File: config.mk
export PLATFORM = sky130hd
export DESIGN_NAME = hex_scroll_ctrl_flat
export DESIGN_NICKNAME = d
export VERILOG_FILES = /design/src/rtl/hex_scroll_pkg.sv /design/src/rtl/hex_scroll_ctrl_if.sv /design/src/rtl/letter_seg7.sv /design/src/rtl/hex_scroll_ctrl.sv /design/src/flat_wrapper.sv
export SDC_FILE = /design/constraint.sdc
export NUM_CORES = 1
export LEC_CHECK = 0
export CAP_MARGIN = 25
export CORE_MARGIN = 5
export CORE_UTILIZATION = 65
export CTS_CLUSTER_DIAMETER = 50
export DETAILED_ROUTE_END_ITERATION = 6
export PLACE_DENSITY = 0.83
export SETUP_SLACK_MARGIN = 0.02
export SKIP_LAST_GASP = 1
export SLEW_MARGIN = 20
export SYNTH_ARGS = -nofsm -noshare
export SYNTH_HDL_FRONTEND = slang
export SYNTH_HIERARCHICAL = 1
export SYNTH_SLANG_ARGS = --single-unit
File: constraint.sdc
create_clock -name CLOCK_50 -period 12 [get_ports CLOCK_50]
set_input_delay 2.4 -clock CLOCK_50 [delete_from_list [all_inputs] [get_ports CLOCK_50]]
set_output_delay 2.4 -clock CLOCK_50 [all_outputs]
set_load 0.02 [all_outputs]
File: src/rtl/hex_scroll_pkg.sv
// Shared letter codes, segment patterns, FSM states and the power-up message
// for the scrolling seven-segment text controller.
package hex_scroll_pkg;

  localparam logic [3:0] CODE_O     = 4'd0;
  localparam logic [3:0] CODE_L     = 4'd1;
  localparam logic [3:0] CODE_E     = 4'd2;
  localparam logic [3:0] CODE_G     = 4'd3;
  localparam logic [3:0] CODE_H     = 4'd4;
  localparam logic [3:0] CODE_I     = 4'd5;
  localparam logic [3:0] CODE_B     = 4'd6;
  localparam logic [3:0] CODE_P     = 4'd7;
  localparam logic [3:0] CODE_C     = 4'd8;
  localparam logic [3:0] CODE_BLANK = 4'd15;

  // Active-low patterns, bit 6 = g ... bit 0 = a.
  localparam logic [6:0] SEG_O     = 7'b1000000;
  localparam logic [6:0] SEG_L     = 7'b1000111;
  localparam logic [6:0] SEG_E     = 7'b0000110;
  localparam logic [6:0] SEG_G     = 7'b1000010;
  localparam logic [6:0] SEG_H     = 7'b0001001;
  localparam logic [6:0] SEG_I     = 7'b1111001;
  localparam logic [6:0] SEG_B     = 7'b0000011;
  localparam logic [6:0] SEG_P     = 7'b0001100;
  localparam logic [6:0] SEG_C     = 7'b1000110;
  localparam logic [6:0] SEG_BLANK = 7'b1111111;

  typedef enum logic [1:0] {
    HOLD = 2'd0,
    RUN  = 2'd1,
    LOAD = 2'd2
  } state_e;

  localparam int MSG_MAX = 16;

  // Element 0 is the rightmost nibble: O,L,E,G,_,H,I,B,P,C then blanks.
  localparam logic [MSG_MAX-1:0][3:0] DEFAULT_MSG = {
    CODE_BLANK, CODE_BLANK, CODE_BLANK, CODE_BLANK, CODE_BLANK, CODE_BLANK,
    CODE_C, CODE_P, CODE_B, CODE_I, CODE_H, CODE_BLANK,
    CODE_G, CODE_E, CODE_L, CODE_O
  };

  function automatic logic [3:0] step_pos(input logic [3:0] p,
                                          input logic       d,
                                          input logic [3:0] last);
    logic [3:0] r;
    if (d == 1'b0) begin
      r = (p == last) ? 4'd0 : p + 4'd1;
    end else begin
      r = (p == 4'd0) ? last : p - 4'd1;
    end
    return r;
  endfunction

endpackage

File: src/rtl/hex_scroll_ctrl_if.sv
// Control and display bundle between the switch/key front end and the
// scrolling controller.
interface hex_scroll_ctrl_if #(
  parameter int NUM_DIGITS = 6
);
  logic                    run;
  logic                    step;
  logic                    dir;
  logic                    load_en;
  logic [3:0]              load_addr;
  logic [3:0]              load_code;
  logic [7*NUM_DIGITS-1:0] HEX_SEG;
  logic [3:0]              pos;
  logic                    tick_out;

  modport master (
    output run, step, dir, load_en, load_addr, load_code,
    input  HEX_SEG, pos, tick_out
  );

  modport slave (
    input  run, step, dir, load_en, load_addr, load_code,
    output HEX_SEG, pos, tick_out
  );
endinterface

File: src/rtl/letter_seg7.sv
// Combinational letter-code to active-low seven-segment decoder; codes with
// no glyph show blank.
module letter_seg7
  import hex_scroll_pkg::*;
(
  input  logic [3:0] code_i,
  output logic [6:0] seg_o
);

  always_comb begin
    case (code_i)
      CODE_O:  seg_o = SEG_O;
      CODE_L:  seg_o = SEG_L;
      CODE_E:  seg_o = SEG_E;
      CODE_G:  seg_o = SEG_G;
      CODE_H:  seg_o = SEG_H;
      CODE_I:  seg_o = SEG_I;
      CODE_B:  seg_o = SEG_B;
      CODE_P:  seg_o = SEG_P;
      CODE_C:  seg_o = SEG_C;
      default: seg_o = SEG_BLANK;
    endcase
  end

endmodule

File: src/rtl/hex_scroll_ctrl.sv
// Scrolling text controller for the six-digit seven-segment bank.
// Optional HOLD-mode blinking is enabled by defining HEX_SCROLL_BLINK_EN.
module hex_scroll_ctrl
  import hex_scroll_pkg::*;
#(
  parameter int NUM_DIGITS = 6,
  parameter int MSG_LEN    = 10,
  parameter int TICK_DIV   = 25000000
) (
  input  logic              CLOCK_50,
  input  logic              reset,
  hex_scroll_ctrl_if.slave  bus
);

  localparam int             HEX_W = 7 * NUM_DIGITS;
  localparam int             PW    = (TICK_DIV > 1) ? $clog2(TICK_DIV) : 1;
  localparam logic [PW-1:0]  TC    = PW'(TICK_DIV - 1);
  localparam logic [3:0]     LAST  = 4'(MSG_LEN - 1);
`ifdef HEX_SCROLL_BLINK_EN
  localparam logic           BLINK_ON = 1'b1;
`else
  localparam logic           BLINK_ON = 1'b0;
`endif

  state_e           state_q, state_d;
  logic [3:0]       pos_q, pos_d;
  logic [PW-1:0]    presc_q, presc_d;
  logic             tick_q, tick_d;
  logic             blink_q, blink_d;
  logic             terminal_s;
  logic [3:0]       msg_q [MSG_MAX];
  logic [HEX_W-1:0] seg_s;
  logic [HEX_W-1:0] hex_q, hex_d;

  assign terminal_s = (presc_q == TC);

  always_comb begin
    state_d = state_q;
    pos_d   = pos_q;
    presc_d = presc_q;
    tick_d  = 1'b0;
    blink_d = blink_q;
    case (state_q)
      HOLD: begin
        if (bus.load_en) begin
          state_d = LOAD;
          presc_d = '0;
          blink_d = 1'b0;
        end else begin
          if (bus.step) begin
            pos_d = step_pos(pos_q, bus.dir, LAST);
          end else begin
            pos_d = pos_q;
          end
          if (bus.run) begin
            state_d = RUN;
            presc_d = '0;
            blink_d = 1'b0;
          end else if (BLINK_ON && terminal_s) begin
            presc_d = '0;
            tick_d  = 1'b1;
            blink_d = ~blink_q;
          end else if (BLINK_ON) begin
            presc_d = presc_q + PW'(1);
          end else begin
            presc_d = '0;
          end
        end
      end
      RUN: begin
        if (bus.load_en) begin
          state_d = LOAD;
          presc_d = '0;
          blink_d = 1'b0;
        end else if (!bus.run) begin
          state_d = HOLD;
          presc_d = '0;
        end else if (terminal_s) begin
          presc_d = '0;
          tick_d  = 1'b1;
          pos_d   = step_pos(pos_q, bus.dir, LAST);
        end else begin
          presc_d = presc_q + PW'(1);
        end
      end
      LOAD: begin
        // Leaving LOAD always lands in HOLD at the message start, even with run high.
        if (!bus.load_en) begin
          state_d = HOLD;
          pos_d   = 4'd0;
        end else begin
          state_d = LOAD;
        end
      end
      default: begin
        state_d = HOLD;
        pos_d   = 4'd0;
        presc_d = '0;
        blink_d = 1'b0;
      end
    endcase
  end

  always_ff @(posedge CLOCK_50 or posedge reset) begin
    if (reset) begin
      state_q <= HOLD;
      pos_q   <= 4'd0;
      presc_q <= '0;
      tick_q  <= 1'b0;
      blink_q <= 1'b0;
    end else begin
      state_q <= state_d;
      pos_q   <= pos_d;
      presc_q <= presc_d;
      tick_q  <= tick_d;
      blink_q <= blink_d;
    end
  end

  // Message store; out-of-range addresses are dropped and spare entries stay blank.
  always_ff @(posedge CLOCK_50 or posedge reset) begin
    if (reset) begin
      for (int i = 0; i < MSG_MAX; i++) begin
        msg_q[i] <= DEFAULT_MSG[i];
      end
    end else if (bus.load_en && ({28'd0, bus.load_addr} < 32'(MSG_LEN))) begin
      msg_q[bus.load_addr] <= bus.load_code;
    end
  end

  for (genvar g = 0; g < NUM_DIGITS; g++) begin : g_dig
    logic [3:0] sel_s;
    assign sel_s = 4'((32'(pos_q) + 32'(NUM_DIGITS - 1 - g)) % 32'(MSG_LEN));
    letter_seg7 u_dec (
      .code_i (msg_q[sel_s]),
      .seg_o  (seg_s[7*g +: 7])
    );
  end

  always_comb begin
    if (BLINK_ON && blink_q) begin
      hex_d = {HEX_W{1'b1}};
    end else begin
      hex_d = seg_s;
    end
  end

  always_ff @(posedge CLOCK_50 or posedge reset) begin
    if (reset) begin
      hex_q <= {HEX_W{1'b1}};
    end else begin
      hex_q <= hex_d;
    end
  end

  assign bus.HEX_SEG  = hex_q;
  assign bus.pos      = pos_q;
  assign bus.tick_out = tick_q;

endmodule

File: src/flat_wrapper.sv
// flat-port wrapper written by rule: the top's interface ports become plain ports
module hex_scroll_ctrl_flat import hex_scroll_pkg::*;
#(
  parameter int NUM_DIGITS = 6,
  parameter int MSG_LEN    = 10,
  parameter int TICK_DIV   = 25000000
)
  (CLOCK_50, reset, bus_run, bus_step, bus_dir, bus_load_en, bus_load_addr, bus_load_code, bus_HEX_SEG, bus_pos, bus_tick_out);
  hex_scroll_ctrl_if #(.NUM_DIGITS(NUM_DIGITS)) bus_i ();
  input  logic CLOCK_50;
  input  logic reset;
  input wire logic [$bits(bus_i.run)-1:0] bus_run;
  input wire logic [$bits(bus_i.step)-1:0] bus_step;
  input wire logic [$bits(bus_i.dir)-1:0] bus_dir;
  input wire logic [$bits(bus_i.load_en)-1:0] bus_load_en;
  input wire logic [$bits(bus_i.load_addr)-1:0] bus_load_addr;
  input wire logic [$bits(bus_i.load_code)-1:0] bus_load_code;
  output wire logic [$bits(bus_i.HEX_SEG)-1:0] bus_HEX_SEG;
  output wire logic [$bits(bus_i.pos)-1:0] bus_pos;
  output wire logic [$bits(bus_i.tick_out)-1:0] bus_tick_out;
  assign bus_i.run = bus_run;
  assign bus_i.step = bus_step;
  assign bus_i.dir = bus_dir;
  assign bus_i.load_en = bus_load_en;
  assign bus_i.load_addr = bus_load_addr;
  assign bus_i.load_code = bus_load_code;
  assign bus_HEX_SEG = bus_i.HEX_SEG;
  assign bus_pos = bus_i.pos;
  assign bus_tick_out = bus_i.tick_out;
  hex_scroll_ctrl #(.NUM_DIGITS(NUM_DIGITS), .MSG_LEN(MSG_LEN), .TICK_DIV(TICK_DIV)) u_core (.CLOCK_50(CLOCK_50), .reset(reset), .bus(bus_i));
endmodule
# --- Word-level counts from Yosys, hierarchy flattened ---
# Memory sizes are Yosys's and may differ from the RTL's. A register that Yosys moved wholly into a read port is not among the register bits.
# Index checks and enable logic that the tools add are counted.
word_totals:
  n_memories: 6
  output_inout_bits: 47
  rom_bits: 672
  ff_bits: 96
memory_table:
  columns: ["name", "depth", "word_bits", "rd", "rd_ports_with_merged_regs", "wr", "line_no", "text"]
  rows:
  - ["(no name shown)", 16, 7, 1, 1, 0, "letter_seg7.sv:11", "case (code_i)"]
  - ["(no name shown)", 16, 7, 1, 1, 0, "letter_seg7.sv:11", null]
  - ["(no name shown)", 16, 7, 1, 1, 0, "letter_seg7.sv:11", null]
  - ["(no name shown)", 16, 7, 1, 1, 0, "letter_seg7.sv:11", null]
  - ["(no name shown)", 16, 7, 1, 1, 0, "letter_seg7.sv:11", null]
  - ["(no name shown)", 16, 7, 1, 1, 0, "letter_seg7.sv:11", null]
op_classes:
  n_addsub: 8
  n_div: 6
  muxes: 45
  eq_ne: 12
  magnitude_cmp: 9
  bitwise_logic: 7
  reduce_logical: 6
op_table:
  columns: ["operator", "n"]
  rows:
  - ["$mod A32 B4 Y32 const B", 5]
  - ["$bmux W4 S4", 6]
  - ["$mux W4", 22]
  - ["$mux W25", 3]
  - ["$bwmux W64", 1]
  - ["$pmux W25 S2", 1]
  - ["$ge A5 B5 Y1 const B", 7]
  - ["$not A4 Y5", 7]
  - ["$mod A4 B4 Y32 const B", 1]
  - ["$add A25 B1 Y25 const B", 1]
  - ["$eq A25 B25 Y1 const B", 1]
  - ["$demux W4 S4", 1]
  - ["$pmux W4 S3", 1]
  - ["$add A4 B2 Y5 const B", 2]
  - ["$add A4 B3 Y5 const B", 2]
  - ["$mux W2", 5]
  - ["$ne A2 B2 Y1 const B", 5]
  - ["$ne A3 B3 Y1 const B", 2]
  - ["$pmux W2 S3", 1]
  - ["$reduce_and A6 Y1", 1]
  - ["$add A4 B1 Y5 const B", 1]
  - ["$lt A5 B1 Y1 const B", 1]
  - ["$add A4 B1 Y4 const B", 1]
  - ["$eq A4 B4 Y1 const B", 1]
  - ["10 further kinds", 14]

# --- Depth between registers and ports, before layout ---
# Gate-level depths: netlist of run 1.
logic_depth:
  depth_word: 7
  ltp_mapped: 23

# --- Hierarchy ---
# Netlist of run 1, hierarchy kept.
by_module_without_submodules:
  columns: ["module", "cells_each", "area_each_um2", "seq_area_each_um2", "n_inst"]
  rows:
  - ["hex_scroll_ctrl", 992, 9770.6, 3557.2, 1]
  - ["letter_seg7 (u_core.g_dig[0].u_dec ...)", 22, 153.9, 0.0, 4]
  - ["letter_seg7 (u_core.g_dig[1].u_dec ...)", 23, 166.4, 0.0, 2]

# --- Worst setup path before layout of run 1 ---
# No wires, ideal clock.
synth_path:
  kind: "register -> register"
  from: "reg u_core.pos_q[0], in the netlist u_core/bus.pos[0]"
  to: "reg u_core.hex_q[33], in the netlist u_core/bus.HEX_SEG[33]"
  arrival_ns: 4.425
  path_buffers: 9
  required_time_ns: 11.944
  setup_ns: 0.056
  path_stages_with_launch: 23
  slack_ns: 7.519
  path_cell_list: "dfrtp_1 > buf_4 > buf_4 > buf_4 > buf_2 > inv_1 > ha_1 > buf_2 > inv_1 > clkbuf_1 > ha_1 > clkbuf_1 > inv_1 > clkbuf_1 > o32a_1 > o2111ai_1 > a21oi_1 > nor2_1 > inv_1 > ha_1 > nor2b_1 > nor2_1 > buf_4"
synth_between:
  elab_chain_len: 6
synth_lines:
  columns: ["element", "line_no", "text"]
  rows:
  - ["from (decl)", "hex_scroll_ctrl.sv:26", "logic [3:0] pos_q, pos_d;"]
  - ["from (signal assigned)", "hex_scroll_ctrl.sv:113", "pos_q <= pos_d;"]
  - ["$add A4 B1 Y5", "hex_scroll_ctrl.sv:133", "assign sel_s = 4'((32'(pos_q) + 32'(NUM_DIGITS - 1 - g)) % 32'(MSG_LEN));"]
  - ["$mod A32 B4 Y32", "hex_scroll_ctrl.sv:133", null]
  - ["$not A4 Y5 (implied by the code)", "hex_scroll_ctrl.sv:135", ".code_i (msg_q[sel_s]),"]
  - ["$bmux W4 S4", "hex_scroll_ctrl.sv:135", null]
  - ["$mux W4 (implied by the code) (2 in series)", "hex_scroll_ctrl.sv:135", null]
  - ["to (decl)", "hex_scroll_ctrl.sv:33", "logic [HEX_W-1:0] hex_q, hex_d;"]
# No other way between the ends. The select of a mux whose other input is x is not followed.
# A chain may end at the register's enable or synchronous reset.

# --- Worst setup path in the final report of run 1 ---
layout_path:
  from: "reg u_core.pos_q[1], in the netlist u_core/bus.pos[1]"
  to: "reg u_core.hex_q[26], in the netlist u_core/bus.HEX_SEG[26]"
layout_between:
  elab_chain_len: 6
layout_lines:
  columns: ["element", "line_no"]
  rows:
  - ["$add A4 B2 Y5", "hex_scroll_ctrl.sv:133"]
  - ["$mod A32 B4 Y32", "hex_scroll_ctrl.sv:133"]
  - ["$not A4 Y5 (implied by the code)", "hex_scroll_ctrl.sv:135"]
  - ["$bmux W4 S4", "hex_scroll_ctrl.sv:135"]
  - ["$mux W4 (implied by the code) (2 in series)", "hex_scroll_ctrl.sv:135"]
# No other way between the ends. The select of a mux whose other input is x is not followed.

==> results of run 1 <==
per-stage QoR:
step                setup slack (ns)  hold WS (ns)  instances  area (sq um)  utilization [%]
finish                          6.67         0.372       1362         12000             72.9
global route                    6.11         0.375       1362         12000             72.9
detailed placement              6.72         0.364       1328         11300             68.6
global placement                6.98         0.363       1328         11300             68.6
floorplan                       6.04         0.432       1126         10700                -
CTS                             6.70         0.372       1360         11900             72.7
critical path: cells and delay by family, from the launching register on:
kind | cells | cell delay (ns)
AOI/OAI and AO/OA | 3 | 0.74
xor gates and xnor gates | 1 | 0.38
adders and majority gates | 3 | 1.38
buffers and inverters | 3 | 0.82
DFF | 1 | 0.83
muxes | 1 | 0.36
and+or+nand+nor | 5 | 0.72
logic make-up after synthesis:
logic type	after synthesis	share of synthesized area (%)
and+or+nand+nor	320	14.9
adders and majority gates	50	5.84
buffers and inverters	138	5.68
xor gates and xnor gates	33	3.15
AOI/OAI and AO/OA	262	16.1
muxes	185	21.2
DFF	138	33.2
layout make-up:
class | instances | area [sq um]
well taps | 220 | 275
clock buffers | 19 | 464
repair buffers | 69 | 684
flip-flops and latches | 138 | 3560
clock inverters | 13 | 203
fillers | 1142 | 4450
multi-input cells | 850 | 6560
inverters | 53 | 204
synthesized netlist by cell type, types with 7 or more instances:
cell      count  share of area (%)
clkbuf_1     41                1.4
inv_1        48                1.7
nor2_1       91                3.2
nand4_1       7               0.41
xnor2_1      12               0.98
a21oi_1      67                3.1
nand2b_1     32                1.9
a31oi_1      15               0.88
xor2_1       16                1.3
or3_1         9               0.53
o21ai_0      47                2.2
o21ai_1      16               0.75
and3_1       10               0.58
ha_1         50                5.8
dfrtp_1      55                 13
dfstp_2      83                 20
mux2i_1      83                7.8
buf_2        22                1.0
mux4_2       26                5.5
mux2_2       73                7.7
o22ai_1      20                1.2
nand3_1      14               0.65
nand2_1      74                2.6
nor3_1       23                1.1
a211oi_1     18                1.3
o211ai_1     16                1.1
buf_4        15                1.1
nor2b_1      24                1.4
worst paths after layout:
check                                         startpoint                               end  slack [ns]
max                        u_core/bus.pos[1]$_DFFE_PP0P_  u_core/bus.HEX_SEG[26]$_DFF_PP1_        6.67
min                         u_core/msg_q[11]$_DFFE_PP1P_      u_core/msg_q[11]$_DFFE_PP1P_        0.37
max reg2reg                u_core/bus.pos[1]$_DFFE_PP0P_  u_core/bus.HEX_SEG[26]$_DFF_PP1_        6.67
min reg2reg                 u_core/msg_q[11]$_DFFE_PP1P_      u_core/msg_q[11]$_DFFE_PP1P_        0.37
max in group asynchronous                          reset      u_core/msg_q[24]$_DFFE_PP0P_        8.41
min in group asynchronous                          reset    u_core/presc_q[14]$_DFFE_PP0P_        2.50
placed cells by master, fill, tap and decap left out, drive strengths merged, types with 4 or more instances in the layout:
cell,count
ha,50
dfrtp,55
o21a,4
o211ai,16
xnor2,16
xor2,17
bufinv,4
mux2i,83
clkdlybuf4s50,60
o22ai,22
a211oi,18
nand2,75
buf,9
inv,58
nand2b,32
nand3,14
and2,5
or3,9
dfstp,83
clkbuf,19
o311ai,7
nor2,91
o21ai,65
mux2,76
and3,10
nor3,23
a22oi,6
a211o,5
or2,6
o221ai,5
o31ai,5
nor2b,24
nand4,7
nand3b,4
a21o,4
mux4,26
and3b,7
a31oi,15
a21oi,72
registers in the layout (all words and copies together), names as in the netlist:
register,cells
u_core/bus.tick_out,1
u_core/bus.HEX_SEG,42
u_core/bus.pos,4
u_core/msg_q,64
u_core/presc_q,25
u_core/state_q,2
layer usage:
| layer | global-route usage [%] | wire, um | share of wire, % | up-vias |
|---|---|---|---|---|
| met5 | 0 | 0 | 0 | - |
| met4 | 10.7 | 770 | 2.9 | 0 |
| met3 | 5.01 | 1980 | 7.4 | 71 |
| met2 | 45.7 | 12900 | 48 | 421 |
| met1 | 37.0 | 11200 | 42 | 4215 |
| li1 | - | - | - | 4072 |
==> metrics.txt, run 1 <==
cts repair resizes=0; Max stage delay on crit path=~0.94 ns; vias in the first global route=8370; setup bufs post-CTS=0; Post-DP HPWL=between 15000 and 20000 um; number of synthesized flops with an enable pin=0; drt first pass iters=6; # diodes=0; Slew Limit Fails=0; Setup crit start kind=flip-flop; Core Area=16400 sq um; Fin. Hold Viols=0; fin crit share=44.4%; initial antenna violation count=0; H-tree Lvls=4; Worst Setup End Kind=flip-flop; fin crit period=between 5 and 6 ns; worst-skew pair later-pin latency=about 0.43 ns; Crit path required time=between 10 and 15 ns; Worst Path Class, Setup=reg -> reg; port bufs=60; Critical Path, Cell by Cell=inv_1 > ha_1 > inv_2 > nand2_1 > ha_1 > nand2b_1 > a21oi_1 > o22a_1 > nor2_1 > xnor2_2 > mux4_2 > o21ai_1 > inv_1 > ha_1 > nor2b_1 > nor2_1; Worst slew margin=about 31%; grt ovf=0; nets=~1200; # DRC=0; crit-path max FO=23; clk_skew=0.0118 ns; most frequent CP cell=ha_1; DR vias/cell=6.45; Final Setup Violations=0; CTS tree=done; root buffer cell=clkbuf_16; syn_area_per_cell=~9.5 sq um; Synth Cell Area=between 10000 and 15000 sq um; Total GRT Usage=approximately 28%; Synth async-reset ratio=100%; share of layout cells above drive strength 1=between 20 and 25%; maximum clock insertion buffer count=2; first-pass GRT wire length=between 40000 and 50000 um; gp weighted congestion=0.968; CTS Buf Count=17; I/O pins=61; Die Y=~140 um; Slew @ Worst Pin=1.03 ns; wire length per cell=around 20 um; 1st-iter DRT viols=approximately 1100; largest net degree at the start of global routing=87; max-cap violation count=0; Vias=8779; Synth Instances=1126; Fmax achieved=~190 MHz; die area=around 19000 sq um; hold path depth=0; Yosys cell types=~80; starting density of the core=about two thirds; # hold bufs at CTS=0; clock tree sinks=between 100 and 150; Die X=about 140 um; worst r2r path cells=16; synth warn=6; critical path's slowest cell=ha_1; final WL=approximately 27000 um; Crit path arrival time=roughly 5.7 ns; Clk pin slew, worst setup/hold paths=approximately 0.06 ns; Seq cells post-synth=between 100 and 150; sequential-to-total area share from yosys stat=about 33%; min-delay worst type=reg -> reg; Mapped Nets=roughly 1200; DRT antenna net count=0; top_reg_cell synth=dfstp_2; Sum Neg Setup Slack=0 ns; row cnt=between 40 and 50; status=completed; Layout area overhead=11.5%; RSZ-0062 raised after global routing=no
Power of run 1 is left out: the tool's default activity adds up to more than one toggle a clock period on the data nets, which glitch-free logic cannot reach.
==> run 2: changes to the inputs <==
- CORE_UTILIZATION: 65 -> 56
- PLACE_DENSITY: 0.83 -> 0.76
- clock period: 12 -> 4.4 ns (I/O delays scaled with it)
==> metrics.txt, run 2 (synthesis gave the netlist of run 1 again) <==
Die Y=roughly 150 um; 1st-iter DRT viols=~990; most frequent cells in the layout=nor2_1, mux2i_1, dfstp_2; # diodes=0; FF/Latch Area=around 3600 sq um; Setup crit start kind=flip-flop; starting density of the core=a little under three fifths; RSZ-0062 raised after global routing=no; row cnt=50; Clk pin slew, worst setup/hold paths=about 0.060 ns; Slew Limit Fails=0; nets=between 1000 and 1500; Crit path arrival time=around 4.5 ns; most frequent CP cell=ha_1; Die X=roughly 150 um; Slew @ Worst Pin=1.01 ns; max reg flops=64; Vias=8896; area of the multi-input gates=around 6600 sq um; WP buf/inv=1; DR vias/cell=6.35; H-tree Lvls=4; fin crit period=slightly above 4 ns; final WL=27100 um; DRT antenna net count=0; CTS Buf Count=17; Core Area=~19000 sq um; first-pass GRT wire length=43100 um; # DRC=0; clk_skew=~0.0083 ns; I/O pins=between 60 and 70; hold_ws=~0.37 ns; critical path's slowest cell=dfrtp_1; Critical Path, Cell by Cell=ha_1 > xnor2_2 > nand2_1 > ha_1 > nand2b_1 > a21oi_1 > o22a_2 > nor2_1 > xnor2_2 > mux4_2 > o21ai_1 > inv_1 > ha_1 > nor2b_1 > o22ai_1; Crit path required time=between 4 and 5 ns; commonest non-fill, non-tap cell in the layout=nor2_1; Fillers=1488; Worst Path Class, Setup=reg -> reg; port bufs=60; Fmax achieved=between 200 and 250 MHz; vias in the first global route=between 8000 and 9000; status=completed; root buffer cell=clkbuf_16; Final Setup Violations=0; Biggest register=u_core/msg_q; gp weighted congestion=0.901; wire length per cell=a little under 20 um; Layout area overhead=13.1%; worst-skew pair later-pin latency=0.43 ns; Fin. Hold Viols=0; drt first pass iters=5; initial antenna violation count=0; min-delay worst type=reg -> reg; fin crit share=between 90% and 100%; largest net degree at the start of global routing=roughly 120; Total GRT Usage=around a quarter; clock tree sinks=approximately 140; fin util=between 60% and 70%; grt ovf=0; family with the most delay on the worst path=compound AO/OA/AOI/OAI gates; max-cap violation count=0; Worst slew margin=about a third; die area=about 22000 sq um; share of layout cells above drive strength 1=around 25%; maximum clock insertion buffer count=2; Post-DP HPWL=a little under 20000 um; Worst Setup End Kind=flip-flop; Max stage delay on crit path=about 0.46 ns; # hold bufs at CTS=0; crit-path max FO=10; Sum Neg Setup Slack=0 ns; CTS tree=done
-- run 2: metrics by stage --
step	std cells	setup WS, ns	area, sq um
after floorplan	1126	-0.000551	10700
after global placement	1368	0.253	11500
after detailed placement	1368	0.142	11500
after CTS	1400	0.0711	12100
after global routing	1402	0.0248	12100
final	1402	0.259	12100
-- run 2: per-layer routing --
metal	GRT usage (%)	wire, um	vias to the layer above	part of all wire [%]
li1	-	-	4124	-
met1	32.6	11400	4316	42
met2	40.4	13100	396	48
met3	4.75	2090	60	7.7
met4	6.65	515	0	1.9
met5	0	0	-	0
-- run 2: worst reg2reg max path, stage by stage, from the launching register on --
cell	delay, ns
dfrtp_1	0.46
ha_1	0.35
xnor2_2	0.36
nand2_1	0.10
ha_1	0.27
nand2b_1	0.14
a21oi_1	0.21
o22a_2	0.33
nor2_1	0.14
xnor2_2	0.40
mux4_2	0.38
o21ai_1	0.22
inv_1	0.14
ha_1	0.22
nor2b_1	0.15
o22ai_1	0.18
-- run 2: worst paths after layout --
check / slack, ns / cells after the start / start / endpoint
setup / recovery: 0.26 / 15 / u_core/bus.pos[1]$_DFFE_PP0P_ / u_core/bus.HEX_SEG[24]$_DFF_PP1_
hold / removal: 0.37 / 0 / u_core/msg_q[19]$_DFFE_PP1P_ / u_core/msg_q[19]$_DFFE_PP1P_
setup reg to reg: 0.26 / 15 / u_core/bus.pos[1]$_DFFE_PP0P_ / u_core/bus.HEX_SEG[24]$_DFF_PP1_
hold reg to reg: 0.37 / 0 / u_core/msg_q[19]$_DFFE_PP1P_ / u_core/msg_q[19]$_DFFE_PP1P_
max in group asynchronous: 2.57 / 3 / reset / u_core/msg_q[26]$_DFFE_PP0P_
min in group asynchronous: 1.14 / 2 / reset / u_core/bus.HEX_SEG[15]$_DFF_PP1_
-- run 2: what timing repair did --
| action | in CTS | in global routing |
|---|---|---|
| resized for setup | 0 | 11 |
| setup endpoints to repair | 0 | 23 |
| setup buffers | 0 | 1 |
-- run 2: layout make-up --
class	count	share of cell area, %
Tap cell	234	2.41
Clock buffer	20	3.68
Clock inverter	12	1.17
Multi-Input combinational cell	850	54.3
Inverter	53	1.69
Sequential cell	138	29.4
Timing Repair Buffer	95	7.39
Power of run 2 is left out for the same reason.
==> run 3: changes to the inputs <==
- RECOVER_POWER: default -> 100
==> metrics.txt, run 3 (synthesis gave the netlist of run 1 again) <==
wire length per cell=19.3 um; starting density of the core=between 50% and 60%; DRT antenna net count=0; final WL=between 20000 and 30000 um; # diodes=0; RSZ-0062 raised after global routing=no; grt met1 use=32.6%; Crit path required time=~4.7 ns; Core Area=roughly 19000 sq um; drt first pass iters=5; Final Setup Violations=0; # hold bufs at CTS=0; Critical R2R Launch=u_core/bus.pos[1]$_DFFE_PP0P_; Clk pin slew, worst setup/hold paths=approximately 0.060 ns; fin crit period=about 4.1 ns; Slew Limit Fails=roughly 120; Worst Path Class, Setup=reg -> reg; most frequent cells in the layout=nor2_1, mux2i_1, nand2_1; min-delay worst type=reg -> reg; Biggest register=u_core/msg_q; Fillers=1494; CTS tree=done; Slew @ Worst Pin=~1.6 ns; maximum clock insertion buffer count=2; H-tree Lvls=4; share of layout cells above drive strength 1=approximately 23%; grt peak-use layer=met2; vias in the first global route=8362; hold path depth=0; first-pass GRT wire length=43100 um; Total GRT Usage=roughly a quarter; grt ovf=0; worst r2r path cells=15; nets=~1200; Sum Neg Setup Slack=0 ns; initial antenna violation count=0; I/O pins=61; clk_skew=~0.0080 ns; status=finished, violations left; crit-path max FO=10; Final WS setup=around 0.26 ns; failing checks=max-capacitance violations, max-slew violations; Worst Setup End Kind=flip-flop; max-cap violation count=1; Setup crit start kind=flip-flop; CTS Buf Count=17; max reg flops=64; root buffer cell=clkbuf_16; commonest non-fill, non-tap cell in the layout=nor2_1; die area=~22000 sq um; row cnt=50; largest net degree at the start of global routing=roughly 120; DR vias/cell=6.32; Min-Delay Startpoint=u_core/msg_q[19]$_DFFE_PP1P_; fin crit share=between 90% and 100%; # DRC=0; port bufs=60; met3 Usage GRT=approximately 4.8%; Post-DP HPWL=just under 20000 um; 1st-iter DRT viols=slightly below 900; post-place setup slack=roughly 0.14 ns; gp weighted congestion=about 0.9; Crit path arrival time=~4.5 ns; Worst slew margin=-4.79%; worst-skew pair later-pin latency=0.42 ns; clock tree sinks=138; Die X=between 100 and 150 um; Critical Path Start=u_core/bus.pos[1]$_DFFE_PP0P_; Fin. Hold Viols=0; Layout area overhead=12.9%; Fmax achieved=between 200 and 250 MHz; GR met2 Demand/Resource=between 40% and 50%; Die Y=roughly 150 um; Vias=8864
## run 3: worst paths after layout
kind / to / slack [ns]
max in group asynchronous: u_core/bus.pos[0]$_DFFE_PP0P_ / 1.22
worst max-delay path: u_core/bus.HEX_SEG[25]$_DFF_PP1_ / 0.26
worst min-delay path: u_core/msg_q[19]$_DFFE_PP1P_ / 0.38
worst max register to register: u_core/bus.HEX_SEG[25]$_DFF_PP1_ / 0.26
min in group asynchronous: u_core/bus.HEX_SEG[15]$_DFF_PP1_ / 1.45
worst min register to register: u_core/msg_q[19]$_DFFE_PP1P_ / 0.38
## run 3: routing by layer
metal | routed length, um | vias up | share of wire [%]
met5 | 0 | - | 0
met4 | 517 | 0 | 1.9
met3 | 2010 | 55 | 7.4
met2 | 13000 | 374 | 48
met1 | 11500 | 4313 | 42
li1 | - | 4122 | -
## run 3: through the flow
stage | hold WS, ns | instance area, sq um | utilization (%) | instances
4_1_cts | 0.372 | 12100 | 64.3 | 1400
3_3_place_gp | 0.363 | 11500 | 61.2 | 1368
3_5_place_dp | 0.364 | 11500 | 61.2 | 1368
2_1_floorplan | 0.432 | 10700 | - | 1126
5_1_grt | 0.389 | 12100 | 64.5 | 1402
6_report | 0.383 | 12100 | 64.5 | 1402
## run 3: repair_timing
action                     4_1_cts  5_1_grt
setup buffers                    0        1
gates resized for setup          0       11
setup endpoints to repair        0       23
## run 3: critical path, cell delays in order (launching register included)
cell and delay (ns):
dfrtp_1 0.46, ha_1 0.34, xnor2_2 0.36, nand2_1 0.10, ha_1 0.27, nand2b_1 0.14
a21oi_1 0.21, o22a_2 0.34, nor2_1 0.14, xnor2_2 0.40, mux4_2 0.38, o21ai_1 0.22
inv_1 0.14, ha_1 0.22, nor2b_1 0.15, nor2_1 0.17
## run 3: layout make-up
type / count / area, sq um / area share, %
clock buffers: 20 / 447 / 3.69
clock inverters: 12 / 141 / 1.17
inverters: 53 / 203 / 1.67
multi-input cells: 850 / 6580 / 54.4
flip-flops and latches: 138 / 3560 / 29.4
well taps: 234 / 293 / 2.42
repair buffers: 95 / 876 / 7.24
Power of run 3 is left out for the same reason.
